[src/rtl/store_rmw_ctrl.sv]
// Load/store controller for a word-wide RAM. Sub-word stores are done as
// read-modify-write; misaligned accesses are rejected with an error pulse.
module store_rmw_ctrl #(
  parameter int D_WIDTH = 32,
  parameter int A_WIDTH = 32
) (
  input  logic               clk,
  input  logic               rst,
  input  logic               req_valid,
  output logic               req_ready,
  input  logic               req_we,
  input  logic [2:0]         addrmode,
  input  logic [A_WIDTH-1:0] addr,
  input  logic [D_WIDTH-1:0] write_data,
  output logic [A_WIDTH-1:0] ram_addr,
  output logic               ram_we,
  output logic [D_WIDTH-1:0] ram_din,
  input  logic [D_WIDTH-1:0] ram_dout,
  output logic [D_WIDTH-1:0] rd_data,
  output logic               rd_valid,
  output logic               done,
  output logic               err
);

  localparam int LANES = D_WIDTH / 8;

  typedef enum logic [2:0] {IDLE, READ, MERGE, WRITE, ERR} state_t;

  state_t             state_reg, state_next;
  logic [A_WIDTH-1:0] addr_reg;
  logic [2:0]         mode_reg;
  logic               we_reg;
  logic [D_WIDTH-1:0] wdata_reg;
  logic [D_WIDTH-1:0] merged_reg;
  logic [D_WIDTH-1:0] merged_word;

  logic is_byte_in, is_half_in, misaligned_in;
  logic is_byte_reg, is_half_reg;
  logic [1:0] off_reg;

  assign is_byte_in    = (addrmode == 3'b000);
  assign is_half_in    = (addrmode == 3'b001);
  assign misaligned_in = is_byte_in ? 1'b0 :
                         is_half_in ? (addr[1:0] == 2'b11) :
                                      (addr[1:0] != 2'b00);

  assign is_byte_reg = (mode_reg == 3'b000);
  assign is_half_reg = (mode_reg == 3'b001);
  assign off_reg     = addr_reg[1:0];

  // Each lane takes the low store byte at the access offset, the second store
  // byte one lane above it for halfwords, or keeps the RAM byte otherwise.
  genvar gi;
  generate
    for (gi = 0; gi < LANES; gi++) begin : g_lane
      logic lo_sel, hi_sel;
      assign lo_sel = (off_reg == 2'(gi));
      if (gi == 0) begin : g_no_hi
        assign hi_sel = 1'b0;
      end else begin : g_hi
        assign hi_sel = is_half_reg && (off_reg == 2'(gi - 1));
      end
      assign merged_word[gi*8 +: 8] = lo_sel ? wdata_reg[7:0] :
                                      hi_sel ? wdata_reg[15:8] :
                                               ram_dout[gi*8 +: 8];
    end
  endgenerate

  always_ff @(posedge clk) begin
    if (rst) begin
      state_reg  <= IDLE;
      addr_reg   <= '0;
      mode_reg   <= '0;
      we_reg     <= 1'b0;
      wdata_reg  <= '0;
      merged_reg <= '0;
    end else begin
      state_reg <= state_next;
      if (state_reg == IDLE && req_valid) begin
        addr_reg  <= addr;
        mode_reg  <= addrmode;
        we_reg    <= req_we;
        wdata_reg <= write_data;
      end
      if (state_reg == MERGE) begin
        merged_reg <= merged_word;
      end
    end
  end

  always_comb begin
    state_next = state_reg;
    case (state_reg)
      IDLE: begin
        if (req_valid) begin
          if (misaligned_in)                          state_next = ERR;
          else if (req_we && !is_byte_in && !is_half_in) state_next = WRITE;
          else                                        state_next = READ;
        end
      end
      READ:    state_next = MERGE;
      MERGE:   state_next = we_reg ? WRITE : IDLE;
      WRITE:   state_next = IDLE;
      ERR:     state_next = IDLE;
      default: state_next = IDLE;
    endcase
  end

  // Strobes and data are forced low while rst is high so a reset landing
  // mid-access can neither write the RAM nor report a completion.
  always_comb begin
    req_ready = (state_reg == IDLE);
    ram_addr  = {addr_reg[A_WIDTH-1:2], 2'b00};
    ram_we    = 1'b0;
    ram_din   = '0;
    rd_data   = '0;
    rd_valid  = 1'b0;
    done      = 1'b0;
    err       = 1'b0;
    if (!rst) begin
      case (state_reg)
        MERGE: begin
          if (!we_reg) begin
            rd_data  = ram_dout;
            rd_valid = 1'b1;
            done     = 1'b1;
          end
        end
        WRITE: begin
          ram_we  = 1'b1;
          ram_din = (is_byte_reg || is_half_reg) ? merged_reg : wdata_reg;
          done    = 1'b1;
        end
        ERR: begin
          err  = 1'b1;
          done = 1'b1;
        end
        default: ;
      endcase
    end
  end

endmodule

[config.mk]
export PLATFORM = sky130hd
export DESIGN_NAME = store_rmw_ctrl
export DESIGN_NICKNAME = d
export VERILOG_FILES = /design/src/rtl/store_rmw_ctrl.sv
export SDC_FILE = /design/constraint.sdc
export NUM_CORES = 1
export LEC_CHECK = 0
export BUFFER_PORTS_ARGS = -buffer_cell sky130_fd_sc_hd__buf_4
export CAP_MARGIN = 20
export CORE_ASPECT_RATIO = 0.6
export CORE_MARGIN = 3
export CORE_UTILIZATION = 49
export DETAILED_ROUTE_END_ITERATION = 10
export GPL_ROUTABILITY_DRIVEN = 0
export PLACE_DENSITY = 0.87
export SETUP_SLACK_MARGIN = 0.3
export SYNTH_ARGS = -nofsm -noshare
export SYNTH_HDL_FRONTEND = slang
export SYNTH_SLANG_ARGS = --single-unit
[constraint.sdc]
create_clock -name clk -period 2.35 [get_ports clk]
set_clock_uncertainty 0.2 [all_clocks]
set_input_delay 0.47 -clock clk [delete_from_list [all_inputs] [get_ports clk]]
set_output_delay 0.47 -clock clk [all_outputs]
set_load 0.02 [all_outputs]
Word level (Yosys, flattened, before mapping) --
Index checks and enable logic that the tools add are counted.
Storage, ports and cells: flip-flop bits (word level) 103, input bits 103, output and inout bits 101, word-level logic and storage cells 61
Operators by class: equal/unequal tests 11, mux-type cells 29, reduce and logical (&&, ||, !) cells 15
Operator list (count):
- $mux W32 | 6
- $mux W8 | 7
- $mux W1 | 10
- $eq A3 B1 Y1 const B | 3
- $logic_not A3 Y1 | 3
- $pmux W3 S3 | 1
- $eq A2 B2 Y1 const B | 3
- $eq A3 B2 Y1 const B | 2
- $logic_and A1 B1 Y1 | 6
- $mux W3 | 2
- $mux W2 | 2
- $eq A3 B3 Y1 const B | 1
- $eq A2 B1 Y1 const B | 1
- $logic_not A1 Y1 | 2
- $logic_not A2 Y1 | 1
- $ne A2 B2 Y1 const B | 1
- $pmux W1 S2 | 1
- $reduce_bool A2 Y1 | 1
- $reduce_or A2 Y1 | 1
- $logic_or A1 B1 Y1 | 1

Longest topological paths before layout --
Gate-level depths: netlist of the first run.
depth in word-level cells 8, gate-level depth with buffers 8

Worst setup path before layout of the first run --
Ideal clock, no wire load.
path kind input-to-output, start input port rst, end output port done, arrival 1.730 ns, setup slack -0.050 ns, stages on the path 3, buffers on the path 1, cell sequence clkbuf_1 nor4b_1 or3_1
Between the ends: word-level cells in the longest chain between the ends 1
Ends and longest elaborated chain:
- start: declaration | line 8 | input logic rst,
- $mux W1 | line 120 | if (!rst) begin
- end: declaration | line 21 | output logic done,
Every way passes these cells.

Worst setup path in the final report of the first run --
start register state_reg[2], end output port rd_data[0]
Between the ends: word-level cells in the longest chain between the ends 3
Ends and longest elaborated chain:
- start: declaration | line 29 | state_t state_reg, state_next;
- start signal: assignment | line 78 | state_reg <= state_next;
- $eq A3 B2 Y1 | line 121 | case (state_reg)
- $mux W32 | line 121
- $mux W32 | line 120
- end: declaration | line 19 | output logic [D_WIDTH-1:0] rd_data,
Every way passes these cells.

==> impl_metrics.env, run 1 <==
export IMPL_initial_core_util=0.519
export IMPL_cp_slowest_cell="or4b_4"
export IMPL_r2r_slack_ns=0.34
export IMPL_synthMuxAreaShare=0.0151
export IMPL_yosys_top_cells_area="dfxtp_1 (39%), nand2_1 (15%), a21oi_1 (11%)"
export IMPL_cts_hold_buffers=0
export IMPL_drive_above_1_share=0.378
export IMPL_clkLatencyLatePin_ns=0.35
export IMPL_grt_max_degree=58
export IMPL_hold_depth=3
export IMPL_whs_endpoint="wdata_reg[27]"
export IMPL_avgRoutedWirePerCell_um=19.0
export IMPL_mappedNetlistArea_um2=5300
export IMPL_critPathLaunchType="register"
export IMPL_hold_start="write_data[27]"
export IMPL_vias=5862
export IMPL_power_total_w=0.00430
export IMPL_area_growth_pct=48.7
export IMPL_critical_path_class="reg2out"
export IMPL_clockBufferDepth=2
export IMPL_antenna_found_initial=0
export IMPL_htreeDepth=3
export IMPL_yosysTopAreaCell="dfxtp_1"
export IMPL_die_y_um=86.5
export IMPL_post_synth_top_count_cell="nand2_1"
export IMPL_hold_ws_ns=0.158
export IMPL_synth_seq_cells=103
export IMPL_grt_pass1_vias=5496
export IMPL_die_x_um=140
export IMPL_yosys_area_share_simple=0.291
export IMPL_placementRows=28
export IMPL_fp_coreArea_um2=10200
export IMPL_path_delay_family="simple AND/OR/NAND/NOR gates"
export IMPL_period_minus_slack_ns=2.51
export IMPL_r2r_end="wdata_reg[6]"
export IMPL_ys_flop_type="dfxtp_1"
export IMPL_synth_commonest_cells="nand2_1 (216), a21oi_1 (121), dfxtp_1 (103)"
export IMPL_ys_warn_count=0
export IMPL_timing_fmax_mhz=399
export IMPL_max_slew_margin=0.590
export IMPL_max_stage_delay_ns=0.58
export IMPL_num_io_pins=204
export IMPL_num_nets_final=987
export IMPL_routed_wl_um=19500
export IMPL_path_cells="or4b_4 > nor2_8 > buf_12 > and2_2 > buf_6"
export IMPL_synth_top_family_by_area="simple AND/OR/NAND/NOR gates"
export IMPL_grt_pass1_wl_um=28500
export IMPL_drc=0
export IMPL_worstPathRequired_ns=1.68
export IMPL_diodes=0
export IMPL_cts_tree="built"
export IMPL_globalRouteTotalUtil=0.294
export IMPL_worst_path_buf_inv=2
export IMPL_final_max_slew_viol_count=0
export IMPL_period_share=1.07
export IMPL_cts_clk_slew_worst_paths_ns=0.08
export IMPL_maxCapViolations=0
export IMPL_synth_cell_types=40
export IMPL_tightest_slew_ns=0.612
export IMPL_synth_seq_area_share=0.389
export IMPL_cp_data_arrival_time_ns=1.84
export IMPL_layout_setup_ws_ns=-0.158
export IMPL_synth_avg_cell_area_um2=7.33
export IMPL_final_setup_viol_count=66
export IMPL_ys_async_sr_fraction=0
export IMPL_postRouteAntennaNets=0
export IMPL_power_density_nw_per_um2=546
export IMPL_synthXorXnorAreaFrac=0
export IMPL_first_pass_iters=6
export IMPL_synth_adder_area_share=0
export IMPL_dieArea_um2=12100
export IMPL_synth_compound_area_share=0.199
export IMPL_io_buffers=201
export IMPL_netlist_area_leader_share=0.389
export IMPL_fill_cells=717
export IMPL_peakVddDrop_mv=0.462
export IMPL_rsz0062_at_grt="yes"
export IMPL_clkSinkCount=103
export IMPL_synth_edf_count=0
export IMPL_violations="setup timing"
export IMPL_viasPerCell=5.72
export IMPL_synthCells=722
export IMPL_final_seq_area_um2=2060
export IMPL_dp_hpwl_um=12600
export IMPL_hold_class="in2reg"
export IMPL_multi_input_area_um2=3170
export IMPL_reg2reg_depth=8
export IMPL_cts_buffers=9
export IMPL_critPathCaptureType="primary output"
export IMPL_cts_root_buffer="clkbuf_16"
export IMPL_finalHoldViolCount=0
export IMPL_drt_iter0_drc=566
export IMPL_grt_ovfl_total=0
export IMPL_outcome="finished, violations left"
export IMPL_p_leak_nw=3.14
export IMPL_r2r_start="state_reg[2]"
export IMPL_crit_fanout=25
how the worst max path moves through the flow:
stage                              to         start  slack, ns  cells after the start
final                      rd_data[0]  state_reg[2]      -0.16                      5
after global routing      rd_data[20]  state_reg[2]      -0.21                      5
after CTS                  rd_data[1]  state_reg[2]      -0.15                      5
after detailed placement   rd_data[0]           rst      -0.04                      6
after global placement     rd_data[0]           rst      -0.01                      6
after floorplan           rd_data[22]  state_reg[0]       0.14                      6
logic make-up after synthesis:
family,count (synthesis)
AOI/OAI and AO/OA,183
muxes,8
other,1
buffers and inverters,94
and+or+nand+nor,333
DFF,103
cells in the final DEF, fill, tap and decap left out, types with 4 or more instances in the layout:
cell | Yosys | routed
nand2b_1 | 19 | 19
a21oi_1 | 121 | 89
o21ai_0 | 21 | 21
mux2i_1 | 8 | 8
clkbuf_16 | 0 | 9
and2_2 | 0 | 4
a21oi_4 | 0 | 30
a311oi_1 | 8 | 8
nor2b_1 | 9 | 8
buf_12 | 0 | 6
a22oi_1 | 9 | 9
buf_4 | 35 | 167
buf_6 | 6 | 62
o221ai_1 | 4 | 4
or3_1 | 14 | 14
nand2_1 | 216 | 215
o311ai_0 | 4 | 4
nand3b_1 | 5 | 5
inv_1 | 5 | 4
nor2_1 | 21 | 18
and2_4 | 0 | 29
o32ai_1 | 12 | 12
dfxtp_1 | 103 | 101
area by class of cell:
cell class,instances,share of cell area
clock inverter,7,0.00811
tap,135,0.0215
clock buffer,9,0.0286
sequential,103,0.262
multi-input combinational,526,0.403
timing repair buffer,238,0.274
inverter,6,0.00318
stage by stage:
stage | utilization | setup WS (ns) | area (um2) | std cells | setup TNS (ns)
2_1_floorplan | - | 0.135 | 5390 | 723 | 0
3_3_place_gp | 0.666 | -0.0125 | 6790 | 997 | -0.155
3_5_place_dp | 0.666 | -0.0373 | 6790 | 997 | -0.732
4_1_cts | 0.735 | -0.153 | 7490 | 1019 | -4.49
5_1_grt | 0.772 | -0.214 | 7870 | 1024 | -11.19
6_report | 0.772 | -0.158 | 7870 | 1024 | -8.16
power by group:
part | total [W] | switching [W] | internal [W] | leakage, nW
Clock | 0.00147 | 0.000726 | 0.000746 | 0.142
Sequential | 0.00194 | 0.0000963 | 0.00185 | 0.843
Combinational | 0.000883 | 0.000511 | 0.000372 | 2.16
Total | 0.00430 | 0.00133 | 0.00297 | 3.14
worst min-delay path: stages:
cell     delay, ns
buf_4         0.11
nand2_1       0.04
a21oi_1       0.05
repair_timing:
| action | CTS | global route |
|---|---|---|
| cloned | 3 | 0 |
| gates resized for setup | 72 | 69 |
| setup endpoints to repair | 78 | 85 |
| buffers inserted | 3 | 5 |
| pin swaps | 3 | 3 |
layer usage:
layer,GRT usage,vias up,share of wire
li1,-,2714,-
met1,0.396,2756,0.40
met2,0.467,348,0.47
met3,0.0816,44,0.11
met4,0.0809,0,0.020
met5,0,-,0
No activity file was read; power rests on OpenSTA's default activity.
==> run 2, diff against run 1 <==
CORE_MARGIN = 10   (was 3)
==> impl_metrics.env, run 2 (synthesis gave the netlist of run 1 again) <==
export IMPL_outcome="finished, violations left"
export IMPL_violations="setup timing"
export IMPL_hold_class="in2reg"
export IMPL_cp_data_arrival_time_ns=1.83
export IMPL_cts_tree="built"
export IMPL_globalRouteTotalUtil=0.244
export IMPL_grt_max_degree=70
export IMPL_period_minus_slack_ns=2.50
export IMPL_finalSetupTns_ns=-5.07
export IMPL_stdcell_count=1030
export IMPL_peakVddDrop_mv=0.403
export IMPL_timing_fmax_mhz=400
export IMPL_clkLatencyLatePin_ns=0.35
export IMPL_p_sw_frac=0.307
export IMPL_path_cells="or4b_4 > nor2_8 > buf_12 > and2_4 > buf_6"
export IMPL_diodes=0
export IMPL_drive_above_1_share=0.378
export IMPL_max_slew_margin=0.540
export IMPL_die_x_um=154
export IMPL_met1_usage=0.316
export IMPL_whs_endpoint="addr_reg[20]"
export IMPL_antenna_found_initial=0
export IMPL_dp_cells=1006
export IMPL_placementRows=29
export IMPL_postRouteAntennaNets=0
export IMPL_initial_core_util=0.501
export IMPL_p_sw_w=0.00132
export IMPL_hold_depth=3
export IMPL_power_total_w=0.00429
export IMPL_avgRoutedWirePerCell_um=19.4
export IMPL_intPower_w=0.00297
export IMPL_layout_setup_ws_ns=-0.149
export IMPL_critical_path_class="reg2out"
export IMPL_combPwrFrac=0.207
export IMPL_multi_input_area_um2=3090
export IMPL_startpoint="state_reg[2]"
export IMPL_fp_coreArea_um2=10600
export IMPL_gr_usage_met2=0.377
export IMPL_clockBufferDepth=2
export IMPL_period_share=1.06
export IMPL_r2r_slack_ns=0.37
export IMPL_crit_fanout=25
export IMPL_io_buffers=201
export IMPL_area_growth_pct=48.1
export IMPL_dp_hpwl_um=13900
export IMPL_vias=5740
export IMPL_routed_wl_um=20000
export IMPL_critPathCaptureType="primary output"
export IMPL_num_nets_final=989
export IMPL_post_route_util=0.743
export IMPL_num_io_pins=204
export IMPL_grt_pass1_vias=5587
export IMPL_tightest_slew_ns=0.681
export IMPL_drt_iter0_drc=556
export IMPL_p_leak_nw=3.16
export IMPL_drc=0
export IMPL_first_pass_iters=6
export IMPL_final_common_cell="nand2_1"
export IMPL_power_frac_seq=0.452
export IMPL_maxCapViolations=0
export IMPL_fill_cells=768
export IMPL_finalHoldViolCount=0
export IMPL_dieArea_um2=15500
export IMPL_clkPwrFrac=0.340
export IMPL_cts_clk_slew_worst_paths_ns=0.08
export IMPL_grt_pass1_wl_um=30600
export IMPL_die_y_um=101
export IMPL_grt_use_met3=0.0908
export IMPL_rsz0062_at_grt="yes"
export IMPL_htreeDepth=3
export IMPL_reg2reg_depth=3
export IMPL_hold_start="addr[20]"
export IMPL_final_cell_mix="nand2_1 (215), buf_4 (167), dfxtp_1 (101), a21oi_1 (90), buf_6 (60)"
export IMPL_viasPerCell=5.57
export IMPL_power_density_nw_per_um2=547
export IMPL_grt_ovfl_total=0
export IMPL_r2r_start="mode_reg[1]"
export IMPL_cts_hold_buffers=0
export IMPL_final_max_slew_viol_count=0
export IMPL_busiest_layer="met2"
export IMPL_final_setup_viol_count=66
export IMPL_critPathLaunchType="register"
export IMPL_final_seq_area_um2=2060
export IMPL_worstPathRequired_ns=1.68
export IMPL_r2r_end="merged_reg[27]"
export IMPL_cp_slowest_cell="or4b_4"
export IMPL_cts_buffers=9
export IMPL_clkSinkCount=103
export IMPL_max_stage_delay_ns=0.58
export IMPL_cts_root_buffer="clkbuf_16"
-- run 2: cell type report --
type | instances | area share
clock buffer | 9 | 0.0287
clock inverter | 7 | 0.00766
inverter | 6 | 0.00303
multi-input combinational | 526 | 0.394
sequential | 103 | 0.263
tap | 139 | 0.0222
timing repair buffer | 240 | 0.282
-- run 2: layer usage --
layer | vias to the layer above | routed length (um)
met5 | - | 0
met4 | 0 | 331
met3 | 29 | 2280
met2 | 308 | 9200
met1 | 2684 | 8180
li1 | 2719 | -
-- run 2: per-stage QoR --
stage | hold slack [ns] | setup slack, ns | cell area, um2
3_3_place_gp | 0.240 | -0.00721 | 6840
5_1_grt | 0.150 | -0.207 | 7840
3_5_place_dp | 0.247 | -0.0320 | 6840
4_1_cts | 0.151 | -0.151 | 7620
2_1_floorplan | 0.225 | 0.135 | 5390
6_report | 0.158 | -0.149 | 7840
-- run 2: worst max-delay path by stage --
stage	depth (start not counted)	slack [ns]	endpoint
after floorplan	6	0.14	rd_data[22]
after global placement	7	-0.007	ram_din[10]
after detailed placement	7	-0.03	ram_din[15]
after CTS	5	-0.15	rd_data[0]
after global routing	5	-0.21	rd_data[25]
final	5	-0.15	rd_data[6]
-- run 2: worst max-delay path: cells and delay by family (launching register included) --
family,cells,cell delay (ns)
AND/OR/NAND/NOR,3,0.88
flip-flops,1,0.31
buffers and inverters,2,0.28
-- run 2: power by group through the flow --
stage                     registers, W  logic, W  clock network, W
after CTS                      0.00193  0.000861           0.00146
final                          0.00194  0.000890           0.00146
after floorplan                0.00194  0.000527                 0
after global routing           0.00195  0.000967           0.00153
after global placement         0.00197  0.000818                 0
after detailed placement       0.00197  0.000833                 0
-- run 2: timing repair --
item                                    in CTS  in global routing
resized for setup                           86                 46
buffers inserted                             4                  1
endpoints found under the setup margin      81                 84
cloned                                       3                  0
pin swaps                                    2                  2
==> run 3, diff against run 2 <==
PLACE_DENSITY = 0.8   (was 0.87)
==> impl_metrics.env, run 3 (synthesis gave the netlist of run 1 again) <==
export IMPL_outcome="finished, violations left"
export IMPL_violations="setup timing"
export IMPL_viasPerCell=5.98
export IMPL_path_cells="or4b_4 > nor2_8 > buf_12 > and2_2 > buf_6"
export IMPL_crit_fanout=27
export IMPL_cp_data_arrival_time_ns=1.89
export IMPL_placementRows=29
export IMPL_worstPathRequired_ns=1.68
export IMPL_grt_max_degree=43
export IMPL_power_density_nw_per_um2=552
export IMPL_final_common_cell="buf_4"
export IMPL_postRouteAntennaNets=0
export IMPL_peakVddDrop_mv=0.561
export IMPL_p_leak_nw=3.59
export IMPL_critPathCaptureType="primary output"
export IMPL_layout_setup_ws_ns=-0.210
export IMPL_num_nets_final=999
export IMPL_grt_ovfl_total=0
export IMPL_max_stage_delay_ns=0.59
export IMPL_r2r_end="addr_reg[22]"
export IMPL_drive_above_1_share=0.508
export IMPL_cp_slowest_cell="or4b_4"
export IMPL_dp_slack_ns=-0.0437
export IMPL_reg2reg_depth=10
export IMPL_hold_start="write_data[10]"
export IMPL_grt_pass1_wl_um=30800
export IMPL_cts_tree="built"
export IMPL_critical_path_class="reg2out"
export IMPL_startpoint="state_reg[2]"
export IMPL_antenna_found_initial=0
export IMPL_finalHoldViolCount=0
export IMPL_avgRoutedWirePerCell_um=22.6
export IMPL_cts_hold_buffers=0
export IMPL_cts_root_buffer="clkbuf_16"
export IMPL_vias=6221
export IMPL_final_setup_viol_count=66
export IMPL_finalSetupTns_ns=-9.39
export IMPL_post_route_util=0.832
export IMPL_die_x_um=154
export IMPL_htreeDepth=3
export IMPL_fp_coreArea_um2=10600
export IMPL_crit_end="rd_data[31]"
export IMPL_final_max_slew_viol_count=0
export IMPL_tightest_slew_ns=0.910
export IMPL_initial_core_util=0.501
export IMPL_grt_pass1_vias=5849
export IMPL_first_pass_iters=6
export IMPL_period_share=1.09
export IMPL_critPathLaunchType="register"
export IMPL_hold_class="in2reg"
export IMPL_drt_iter0_drc=725
export IMPL_dieArea_um2=15500
export IMPL_period_minus_slack_ns=2.56
export IMPL_drc=0
export IMPL_power_total_w=0.00485
export IMPL_stdcell_area_um2=8780
export IMPL_cts_clk_slew_worst_paths_ns=0.07
export IMPL_dp_hpwl_um=14000
export IMPL_die_y_um=101
export IMPL_io_buffers=201
export IMPL_globalRouteTotalUtil=0.243
export IMPL_clkSinkCount=103
export IMPL_routed_wl_um=23500
export IMPL_diodes=0
export IMPL_clkLatencyLatePin_ns=0.35
export IMPL_cts_buffers=9
export IMPL_final_cell_mix="buf_4 (163), nand2_1 (160), dfxtp_1 (100), buf_6 (70)"
export IMPL_num_io_pins=204
export IMPL_dpl_cell_area_um2=6790
export IMPL_r2r_slack_ns=0.08
export IMPL_r2r_start="state_reg[2]"
export IMPL_max_slew_margin=0.391
export IMPL_maxCapViolations=0
export IMPL_clockBufferDepth=2
export IMPL_rsz0062_at_grt="yes"
export IMPL_timing_fmax_mhz=391
export IMPL_area_growth_pct=65.9
run 3: cell count changes in the layout (fill, tap and decap cells not counted), sizes merged:
| cell | delta |
|---|---|
| bufinv | +3 |
| clkinvlp | -1 |
| clkbuf | +7 |
| buf | +3 |
| and2 | +2 |
| inv | -4 |
run 3: power breakdown:
part	switching [W]	internal (W)
sequential	0.000106	0.00185
clock	0.000668	0.00104
combinational	0.000684	0.000496
total	0.00146	0.00339
run 3: repair_timing:
item / CTS / global route
setup endpoints to repair: 87 / 102
resized for setup: 108 / 217
pin swaps: 1 / 98
buffers inserted: 4 / 11
cloned: 2 / 7
run 3: area by class of cell:
class,count,area [um2]
inverter,6,25.0
tap,139,174
clock inverter,5,106
fill,612,1770
multi-input combinational,528,3830
timing repair buffer,248,2350
sequential,103,2070
clock buffer,11,233
run 3: critical path, delay by kind of cell (launching register included):
| kind | cells | cell delay [ns] |
|---|---|---|
| simple gates | 3 | 0.91 |
| buf+inv | 2 | 0.29 |
| flops | 1 | 0.34 |
run 3: per-stage QoR:
stage / cells / hold slack, ns
global route: 1040 / 0.161
CTS: 1022 / 0.154
global placement: 1000 / 0.242
floorplan: 723 / 0.225
detailed placement: 1000 / 0.249
finish: 1040 / 0.160
run 3: per-layer routing:
layer / GRT usage / wire length (um) / share of wire
met5: 0 / 0 / 0
met4: 0.0803 / 800 / 0.034
met3: 0.123 / 2880 / 0.12
met2: 0.382 / 11000 / 0.47
met1: 0.281 / 8830 / 0.38
run 3: how the worst min path moves through the flow:
stage                           to  slack [ns]  depth (start not counted)
floorplan           merged_reg[27]        0.22                          2
global placement    merged_reg[29]        0.24                          2
detailed placement    addr_reg[15]        0.25                          2
CTS                    addr_reg[3]        0.15                          3
global route         wdata_reg[10]        0.16                          3
finish               wdata_reg[10]        0.16                          3
